`src/rtl/id_ex_pipeline_reg_if.sv`:
```
// ID/EX bundle: decoded fields from ID (_id) and their registered copies presented to EX (_id_ex).
interface id_ex_pipeline_reg_if #(
  parameter int unsigned XLEN = 32
);
  logic            regwrite_id, memread_id, memwrite_id, memtoreg_id, branch_id, alusrc_id;
  logic [1:0]      aluop_id;
  logic [2:0]      funct3_id;
  logic            funct7b5_id;
  logic [4:0]      ars1_id, ars2_id, ard_id;
  logic [XLEN-1:0] rs1_id, rs2_id, imm_id, pc_id;
  logic            valid_id;

  logic            regwrite_id_ex, memread_id_ex, memwrite_id_ex, memtoreg_id_ex;
  logic            branch_id_ex, alusrc_id_ex;
  logic [1:0]      aluop_id_ex;
  logic [2:0]      funct3_id_ex;
  logic            funct7b5_id_ex;
  logic [4:0]      ars1_id_ex, ars2_id_ex, ard_id_ex;
  logic [XLEN-1:0] rs1_id_ex, rs2_id_ex, imm_id_ex, pc_id_ex;
  logic            valid_id_ex;

  modport master (
    output regwrite_id, memread_id, memwrite_id, memtoreg_id, branch_id, alusrc_id, aluop_id,
           funct3_id, funct7b5_id, ars1_id, ars2_id, ard_id, rs1_id, rs2_id, imm_id, pc_id,
           valid_id,
    input  regwrite_id_ex, memread_id_ex, memwrite_id_ex, memtoreg_id_ex, branch_id_ex,
           alusrc_id_ex, aluop_id_ex, funct3_id_ex, funct7b5_id_ex, ars1_id_ex, ars2_id_ex,
           ard_id_ex, rs1_id_ex, rs2_id_ex, imm_id_ex, pc_id_ex, valid_id_ex
  );

  modport slave (
    input  regwrite_id, memread_id, memwrite_id, memtoreg_id, branch_id, alusrc_id, aluop_id,
           funct3_id, funct7b5_id, ars1_id, ars2_id, ard_id, rs1_id, rs2_id, imm_id, pc_id,
           valid_id,
    output regwrite_id_ex, memread_id_ex, memwrite_id_ex, memtoreg_id_ex, branch_id_ex,
           alusrc_id_ex, aluop_id_ex, funct3_id_ex, funct7b5_id_ex, ars1_id_ex, ars2_id_ex,
           ard_id_ex, rs1_id_ex, rs2_id_ex, imm_id_ex, pc_id_ex, valid_id_ex
  );
endinterface

```
`src/rtl/id_ex_pipeline_reg.sv`:
```
// ID/EX pipeline register with hold, flush/load-use bubble insertion and a saturating
// bubble counter.
module id_ex_pipeline_reg #(
  parameter int unsigned XLEN  = 32,
  parameter int unsigned CNT_W = 16
) (
  input  logic                 clk,
  input  logic                 rst_n,
  input  logic                 mux_sel,
  input  logic                 flush,
  input  logic                 hold,
  input  logic                 cnt_clr,
  id_ex_pipeline_reg_if.slave  bus,
  output logic [CNT_W-1:0]     bubble_count
);

  localparam logic [CNT_W-1:0] CntMax = '1;

  logic            regwrite_q, memread_q, memwrite_q, memtoreg_q, branch_q, alusrc_q;
  logic [1:0]      aluop_q;
  logic [2:0]      funct3_q;
  logic            funct7b5_q;
  logic [4:0]      ars1_q, ars2_q, ard_q;
  logic [XLEN-1:0] rs1_q, rs2_q, imm_q, pc_q;
  logic            valid_q;
  logic [CNT_W-1:0] cnt_q;

  logic squash;
  assign squash = flush | mux_sel;

  always_ff @(posedge clk or negedge rst_n) begin
    if (!rst_n) begin
      regwrite_q <= 1'b0;
      memread_q  <= 1'b0;
      memwrite_q <= 1'b0;
      memtoreg_q <= 1'b0;
      branch_q   <= 1'b0;
      alusrc_q   <= 1'b0;
      aluop_q    <= '0;
      funct3_q   <= '0;
      funct7b5_q <= 1'b0;
      ars1_q     <= '0;
      ars2_q     <= '0;
      ard_q      <= '0;
      rs1_q      <= '0;
      rs2_q      <= '0;
      imm_q      <= '0;
      pc_q       <= '0;
      valid_q    <= 1'b0;
    end else if (!hold) begin
      // Data fields always follow ID; only control and addresses are squashed.
      funct3_q   <= bus.funct3_id;
      funct7b5_q <= bus.funct7b5_id;
      rs1_q      <= bus.rs1_id;
      rs2_q      <= bus.rs2_id;
      imm_q      <= bus.imm_id;
      pc_q       <= bus.pc_id;
      if (squash) begin
        regwrite_q <= 1'b0;
        memread_q  <= 1'b0;
        memwrite_q <= 1'b0;
        memtoreg_q <= 1'b0;
        branch_q   <= 1'b0;
        alusrc_q   <= 1'b0;
        aluop_q    <= '0;
        ars1_q     <= '0;
        ars2_q     <= '0;
        ard_q      <= '0;
        valid_q    <= 1'b0;
      end else begin
        regwrite_q <= bus.regwrite_id;
        memread_q  <= bus.memread_id;
        memwrite_q <= bus.memwrite_id;
        memtoreg_q <= bus.memtoreg_id;
        branch_q   <= bus.branch_id;
        alusrc_q   <= bus.alusrc_id;
        aluop_q    <= bus.aluop_id;
        ars1_q     <= bus.ars1_id;
        ars2_q     <= bus.ars2_id;
        ard_q      <= bus.ard_id;
        valid_q    <= bus.valid_id;
      end
    end
  end

  // Clear beats hold and a coincident increment; only true load-use bubbles are counted.
  always_ff @(posedge clk or negedge rst_n) begin
    if (!rst_n) begin
      cnt_q <= '0;
    end else if (cnt_clr) begin
      cnt_q <= '0;
    end else if (!hold && !flush && mux_sel && (cnt_q != CntMax)) begin
      cnt_q <= cnt_q + 1'b1;
    end
  end

  assign bus.regwrite_id_ex = regwrite_q;
  assign bus.memread_id_ex  = memread_q;
  assign bus.memwrite_id_ex = memwrite_q;
  assign bus.memtoreg_id_ex = memtoreg_q;
  assign bus.branch_id_ex   = branch_q;
  assign bus.alusrc_id_ex   = alusrc_q;
  assign bus.aluop_id_ex    = aluop_q;
  assign bus.funct3_id_ex   = funct3_q;
  assign bus.funct7b5_id_ex = funct7b5_q;
  assign bus.ars1_id_ex     = ars1_q;
  assign bus.ars2_id_ex     = ars2_q;
  assign bus.ard_id_ex      = ard_q;
  assign bus.rs1_id_ex      = rs1_q;
  assign bus.rs2_id_ex      = rs2_q;
  assign bus.imm_id_ex      = imm_q;
  assign bus.pc_id_ex       = pc_q;
  assign bus.valid_id_ex    = valid_q;
  assign bubble_count       = cnt_q;

endmodule

```
`src/flat_wrapper.sv`:
```
// flat-port wrapper written by rule: the top's interface ports become plain ports
module id_ex_pipeline_reg_flat 
#(
  parameter int unsigned XLEN  = 32,
  parameter int unsigned CNT_W = 16
)
  (clk, rst_n, mux_sel, flush, hold, cnt_clr, bubble_count, bus_regwrite_id, bus_memread_id, bus_memwrite_id, bus_memtoreg_id, bus_branch_id, bus_alusrc_id, bus_aluop_id, bus_funct3_id, bus_funct7b5_id, bus_ars1_id, bus_ars2_id, bus_ard_id, bus_rs1_id, bus_rs2_id, bus_imm_id, bus_pc_id, bus_valid_id, bus_regwrite_id_ex, bus_memread_id_ex, bus_memwrite_id_ex, bus_memtoreg_id_ex, bus_branch_id_ex, bus_alusrc_id_ex, bus_aluop_id_ex, bus_funct3_id_ex, bus_funct7b5_id_ex, bus_ars1_id_ex, bus_ars2_id_ex, bus_ard_id_ex, bus_rs1_id_ex, bus_rs2_id_ex, bus_imm_id_ex, bus_pc_id_ex, bus_valid_id_ex);
  id_ex_pipeline_reg_if #(.XLEN(XLEN)) bus_i ();
  input  logic clk;
  input  logic rst_n;
  input  logic mux_sel;
  input  logic flush;
  input  logic hold;
  input  logic cnt_clr;
  output logic [CNT_W-1:0] bubble_count;
  input wire logic [$bits(bus_i.regwrite_id)-1:0] bus_regwrite_id;
  input wire logic [$bits(bus_i.memread_id)-1:0] bus_memread_id;
  input wire logic [$bits(bus_i.memwrite_id)-1:0] bus_memwrite_id;
  input wire logic [$bits(bus_i.memtoreg_id)-1:0] bus_memtoreg_id;
  input wire logic [$bits(bus_i.branch_id)-1:0] bus_branch_id;
  input wire logic [$bits(bus_i.alusrc_id)-1:0] bus_alusrc_id;
  input wire logic [$bits(bus_i.aluop_id)-1:0] bus_aluop_id;
  input wire logic [$bits(bus_i.funct3_id)-1:0] bus_funct3_id;
  input wire logic [$bits(bus_i.funct7b5_id)-1:0] bus_funct7b5_id;
  input wire logic [$bits(bus_i.ars1_id)-1:0] bus_ars1_id;
  input wire logic [$bits(bus_i.ars2_id)-1:0] bus_ars2_id;
  input wire logic [$bits(bus_i.ard_id)-1:0] bus_ard_id;
  input wire logic [$bits(bus_i.rs1_id)-1:0] bus_rs1_id;
  input wire logic [$bits(bus_i.rs2_id)-1:0] bus_rs2_id;
  input wire logic [$bits(bus_i.imm_id)-1:0] bus_imm_id;
  input wire logic [$bits(bus_i.pc_id)-1:0] bus_pc_id;
  input wire logic [$bits(bus_i.valid_id)-1:0] bus_valid_id;
  output wire logic [$bits(bus_i.regwrite_id_ex)-1:0] bus_regwrite_id_ex;
  output wire logic [$bits(bus_i.memread_id_ex)-1:0] bus_memread_id_ex;
  output wire logic [$bits(bus_i.memwrite_id_ex)-1:0] bus_memwrite_id_ex;
  output wire logic [$bits(bus_i.memtoreg_id_ex)-1:0] bus_memtoreg_id_ex;
  output wire logic [$bits(bus_i.branch_id_ex)-1:0] bus_branch_id_ex;
  output wire logic [$bits(bus_i.alusrc_id_ex)-1:0] bus_alusrc_id_ex;
  output wire logic [$bits(bus_i.aluop_id_ex)-1:0] bus_aluop_id_ex;
  output wire logic [$bits(bus_i.funct3_id_ex)-1:0] bus_funct3_id_ex;
  output wire logic [$bits(bus_i.funct7b5_id_ex)-1:0] bus_funct7b5_id_ex;
  output wire logic [$bits(bus_i.ars1_id_ex)-1:0] bus_ars1_id_ex;
  output wire logic [$bits(bus_i.ars2_id_ex)-1:0] bus_ars2_id_ex;
  output wire logic [$bits(bus_i.ard_id_ex)-1:0] bus_ard_id_ex;
  output wire logic [$bits(bus_i.rs1_id_ex)-1:0] bus_rs1_id_ex;
  output wire logic [$bits(bus_i.rs2_id_ex)-1:0] bus_rs2_id_ex;
  output wire logic [$bits(bus_i.imm_id_ex)-1:0] bus_imm_id_ex;
  output wire logic [$bits(bus_i.pc_id_ex)-1:0] bus_pc_id_ex;
  output wire logic [$bits(bus_i.valid_id_ex)-1:0] bus_valid_id_ex;
  assign bus_i.regwrite_id = bus_regwrite_id;
  assign bus_i.memread_id = bus_memread_id;
  assign bus_i.memwrite_id = bus_memwrite_id;
  assign bus_i.memtoreg_id = bus_memtoreg_id;
  assign bus_i.branch_id = bus_branch_id;
  assign bus_i.alusrc_id = bus_alusrc_id;
  assign bus_i.aluop_id = bus_aluop_id;
  assign bus_i.funct3_id = bus_funct3_id;
  assign bus_i.funct7b5_id = bus_funct7b5_id;
  assign bus_i.ars1_id = bus_ars1_id;
  assign bus_i.ars2_id = bus_ars2_id;
  assign bus_i.ard_id = bus_ard_id;
  assign bus_i.rs1_id = bus_rs1_id;
  assign bus_i.rs2_id = bus_rs2_id;
  assign bus_i.imm_id = bus_imm_id;
  assign bus_i.pc_id = bus_pc_id;
  assign bus_i.valid_id = bus_valid_id;
  assign bus_regwrite_id_ex = bus_i.regwrite_id_ex;
  assign bus_memread_id_ex = bus_i.memread_id_ex;
  assign bus_memwrite_id_ex = bus_i.memwrite_id_ex;
  assign bus_memtoreg_id_ex = bus_i.memtoreg_id_ex;
  assign bus_branch_id_ex = bus_i.branch_id_ex;
  assign bus_alusrc_id_ex = bus_i.alusrc_id_ex;
  assign bus_aluop_id_ex = bus_i.aluop_id_ex;
  assign bus_funct3_id_ex = bus_i.funct3_id_ex;
  assign bus_funct7b5_id_ex = bus_i.funct7b5_id_ex;
  assign bus_ars1_id_ex = bus_i.ars1_id_ex;
  assign bus_ars2_id_ex = bus_i.ars2_id_ex;
  assign bus_ard_id_ex = bus_i.ard_id_ex;
  assign bus_rs1_id_ex = bus_i.rs1_id_ex;
  assign bus_rs2_id_ex = bus_i.rs2_id_ex;
  assign bus_imm_id_ex = bus_i.imm_id_ex;
  assign bus_pc_id_ex = bus_i.pc_id_ex;
  assign bus_valid_id_ex = bus_i.valid_id_ex;
  id_ex_pipeline_reg #(.XLEN(XLEN), .CNT_W(CNT_W)) u_core (.clk(clk), .rst_n(rst_n), .mux_sel(mux_sel), .flush(flush), .hold(hold), .cnt_clr(cnt_clr), .bus(bus_i), .bubble_count(bubble_count));
endmodule
```
`config.mk`:
```
export PLATFORM = sky130hd
export DESIGN_NAME = id_ex_pipeline_reg_flat
export DESIGN_NICKNAME = d
export VERILOG_FILES = /design/src/rtl/id_ex_pipeline_reg_if.sv /design/src/rtl/id_ex_pipeline_reg.sv /design/src/flat_wrapper.sv
export SDC_FILE = /design/constraint.sdc
export NUM_CORES = 1
export LEC_CHECK = 0
export ABC_AREA = 1
export BUFFER_PORTS_ARGS = -buffer_cell sky130_fd_sc_hd__clkbuf_2
export CAP_MARGIN = 15
export CORE_ASPECT_RATIO = 0.9
export CORE_UTILIZATION = 40
export DETAILED_ROUTE_END_ITERATION = 6
export GPL_TIMING_DRIVEN = 0
export PLACE_DENSITY = 0.71
export RECOVER_POWER = 25
export REMOVE_ABC_BUFFERS = 1
export SLEW_MARGIN = 20
export SYNTH_ARGS = -nofsm -noshare
export SYNTH_HDL_FRONTEND = slang
export SYNTH_SLANG_ARGS = --single-unit
```
`constraint.sdc`:
```
create_clock -name clk -period 3.3 [get_ports clk]
set_input_delay 0.495 -clock clk [delete_from_list [all_inputs] [get_ports clk]]
set_output_delay 0.495 -clock clk [all_outputs]
set_load 0.03 [all_outputs]
```
==> impl_metrics.env <==
export IMPL_status="complete, but fails checks"
export IMPL_violations="capacitance limit, slew limit"
export IMPL_powerDensity_mw_per_mm2=562
export IMPL_gp_congestion=0.844
export IMPL_coreArea_mm2=0.0168
export IMPL_synthToLayoutAreaGrowth_pct=36.0
export IMPL_finalWirelength_um=18100
export IMPL_p_total_mw=5.27
export IMPL_layout_cells_non_filler=1321
export IMPL_chipWidth_um=140
export IMPL_vias=6117
export IMPL_async_reset_ff_frac=1.00
export IMPL_nNetsFinal=1260
export IMPL_grt_overflow=0
export IMPL_utilization=0.556
export IMPL_hold_class="primary input to flip-flop"
export IMPL_min_period_over_period=0.652
export IMPL_netlist_area_mm2=0.00688
export IMPL_setup_viol=0
export IMPL_ios=334
export IMPL_post_route_min_period_ns=2.15
export IMPL_synth_avg_cell_area_um2=8.83
export IMPL_postCtsSetupRepairBufs=0
export IMPL_synth_ff_type="dfrtp_1"
export IMPL_r2r_slack_ns=1.63
export IMPL_vias_per_cell=4.63
export IMPL_cts_sinks=172
export IMPL_drv_slew=83
export IMPL_post_cts_resize_count=0
export IMPL_maxCapViolations=1
export IMPL_cts_root_buf="clkbuf_16"
export IMPL_clockBufferDepth=2
export IMPL_yosysSeqAreaShare=0.625
export IMPL_post_synth_top_area_cell="dfrtp_1"
export IMPL_drive_gt1_frac=0.340
export IMPL_clk_pin_slew_ns=0.07
export IMPL_grt_max_degree=102
export IMPL_antenna_found_initial=0
export IMPL_firstDrtPassIters=7
export IMPL_synth_seq_cells=172
export IMPL_crit_required_ns=3.61
export IMPL_crit_type="primary input to flip-flop"
export IMPL_tightestPinTransition_ns=2.09
export IMPL_synthTopCellsByArea="dfrtp_1 (63%), nand2_1 (25%), a32o_1 (3.5%)"
export IMPL_yosys_warnings=0
export IMPL_drt_wirelength_per_cell_um=13.7
export IMPL_ctsHoldBuffers=0
export IMPL_grt_first_pass_wirelength_um=29000
export IMPL_finalSetupTns_ns=0
export IMPL_ant_nets=0
export IMPL_row_count=45
export IMPL_fmax_ghz=0.465
export IMPL_cts_tree="yes"
export IMPL_antennaDiodeCount=0
export IMPL_grt_usage=0.209
export IMPL_cp_arrival_ns=2.46
export IMPL_initial_core_util=0.409
export IMPL_placed_cells=1289
export IMPL_grt_pass1_vias=5621
export IMPL_fin_skew_ns=0.00552
export IMPL_path_max_fanout=88
export IMPL_total_leakage_power_nw=5.44
export IMPL_first_iter_violations=393
export IMPL_synth_edf_count=0
export IMPL_clk_insertion_delay_late_ns=0.42
export IMPL_ir_drop_mv=0.322
export IMPL_ys_types=22
export IMPL_maxSlewHeadroom=-0.396
export IMPL_dieArea_mm2=0.0177
export IMPL_io_buffers=333
export IMPL_start_kind="primary input"
export IMPL_dieHeight_um=126
export IMPL_syn_inst=780
export IMPL_htreeDepth=4
export IMPL_dpl_hpwl_um=12900
export IMPL_cts_buffers=17
export IMPL_drc=0
export IMPL_netlist_area_leader_share=0.625
export IMPL_hold_violations=0
export IMPL_rsz0062_at_grt="false"
export IMPL_cp_end_kind="flip-flop"
-- critical path: stages --
cell	delay, ns
clkbuf_8	0.27
buf_16	0.30
nor2_4	0.51
nand2_1	0.25
nor2_4	0.35
nor2_8	0.10
nand2_1	0.07
nand2_1	0.06
-- where the power goes --
group | switching [mW] | internal (mW) | total, mW
logic | 0.633 | 0.263 | 0.896
clock network | 0.929 | 1.09 | 2.02
registers | 0.0879 | 2.27 | 2.36
total | 1.65 | 3.62 | 5.27
-- path summary, 6_finish.rpt --
path,startpoint,cells after the start,to
max reg2reg,u_core.bubble_count[1],7,u_core.bubble_count[4]
min,bus_rs1_id[29],3,u_core.bus.rs1_id_ex[29]
min reg2reg,u_core.bus.imm_id_ex[27],2,u_core.bus.imm_id_ex[27]
max in group asynchronous,rst_n,1,u_core.bus.rs1_id_ex[5]
min in group asynchronous,rst_n,1,u_core.bus.aluop_id_ex[0]
max,hold,8,u_core.bubble_count[13]
-- flip-flops by register name, summed over array words and instances (netlist names), 2 cells and up --
register	count
u_core.bubble_count	16
u_core.bus.ars2_id_ex	5
u_core.bus.funct3_id_ex	3
u_core.bus.ard_id_ex	5
u_core.bus.imm_id_ex	32
u_core.bus.rs1_id_ex	32
u_core.bus.ars1_id_ex	5
u_core.bus.aluop_id_ex	2
u_core.bus.pc_id_ex	32
u_core.bus.rs2_id_ex	32
-- synthesized netlist by cell type, types with 2 or more instances --
| cell | instances |
|---|---|
| buf_1 | 6 |
| nor2_4 | 5 |
| dfrtp_1 | 172 |
| nand3_1 | 15 |
| clkbuf_1 | 30 |
| xor2_1 | 3 |
| nand2_1 | 463 |
| a32o_1 | 24 |
| nand4_1 | 8 |
| nor2_1 | 22 |
| o21bai_1 | 2 |
| o21ai_0 | 3 |
| inv_1 | 18 |
-- metrics by stage --
step                      setup WS (ns)  hold WS, ns  area, um2
after detailed placement          0.665        0.464       8770
after CTS                          1.10        0.107       9370
after global placement            -4.78        0.462       8660
after global routing              0.912        0.235       9370
final                              1.15        0.255       9370
after floorplan                   0.480        0.199       6730
-- per-layer routing --
metal / GRT usage / wire, um / vias up
met5: 0 / 0 / -
met4: 0.0640 / 225 / 0
met3: 0.0778 / 1530 / 18
met2: 0.341 / 8800 / 227
met1: 0.259 / 7540 / 2810
li1: - / - / 3062
-- cell type report --
type / instances / area, um2
Tap cell: 211 / 264
Clock buffer: 17 / 425
Timing Repair Buffer: 336 / 1760
Multi-Input combinational cell: 551 / 2360
Clock inverter: 15 / 180
Sequential cell: 172 / 4300
Inverter: 19 / 76.3
Fill cell: 1523 / 7470
-- cell families (layout without fill, tap and decap cells) --
family / Yosys count / in the layout / synth area share
compound gates: 29 / 29 / 0.0393
buf+inv: 57 / 387 / 0.0323
xor+xnor: 4 / 4 / 0.00509
flops: 172 / 172 / 0.625
fa+ha+maj: 1 / 1 / 0.00182
simple gates: 517 / 517 / 0.296
-- cells in the final DEF (no fill, tap or decap), types with 2 or more instances in the layout --
cell type,count
nand2_1,463
clkbuf_2,332
dfrtp_1,172
a32o_1,24
nor2_1,22
inv_1,18
clkbuf_16,17
nand3_1,15
nand4_1,8
nor2_4,5
inv_8,4
clkinv_4,3
xor2_1,3
o21ai_0,3
inv_6,3
clkinv_8,3
buf_16,3
o21bai_1,2
Power figures use the tool's default switching activity.
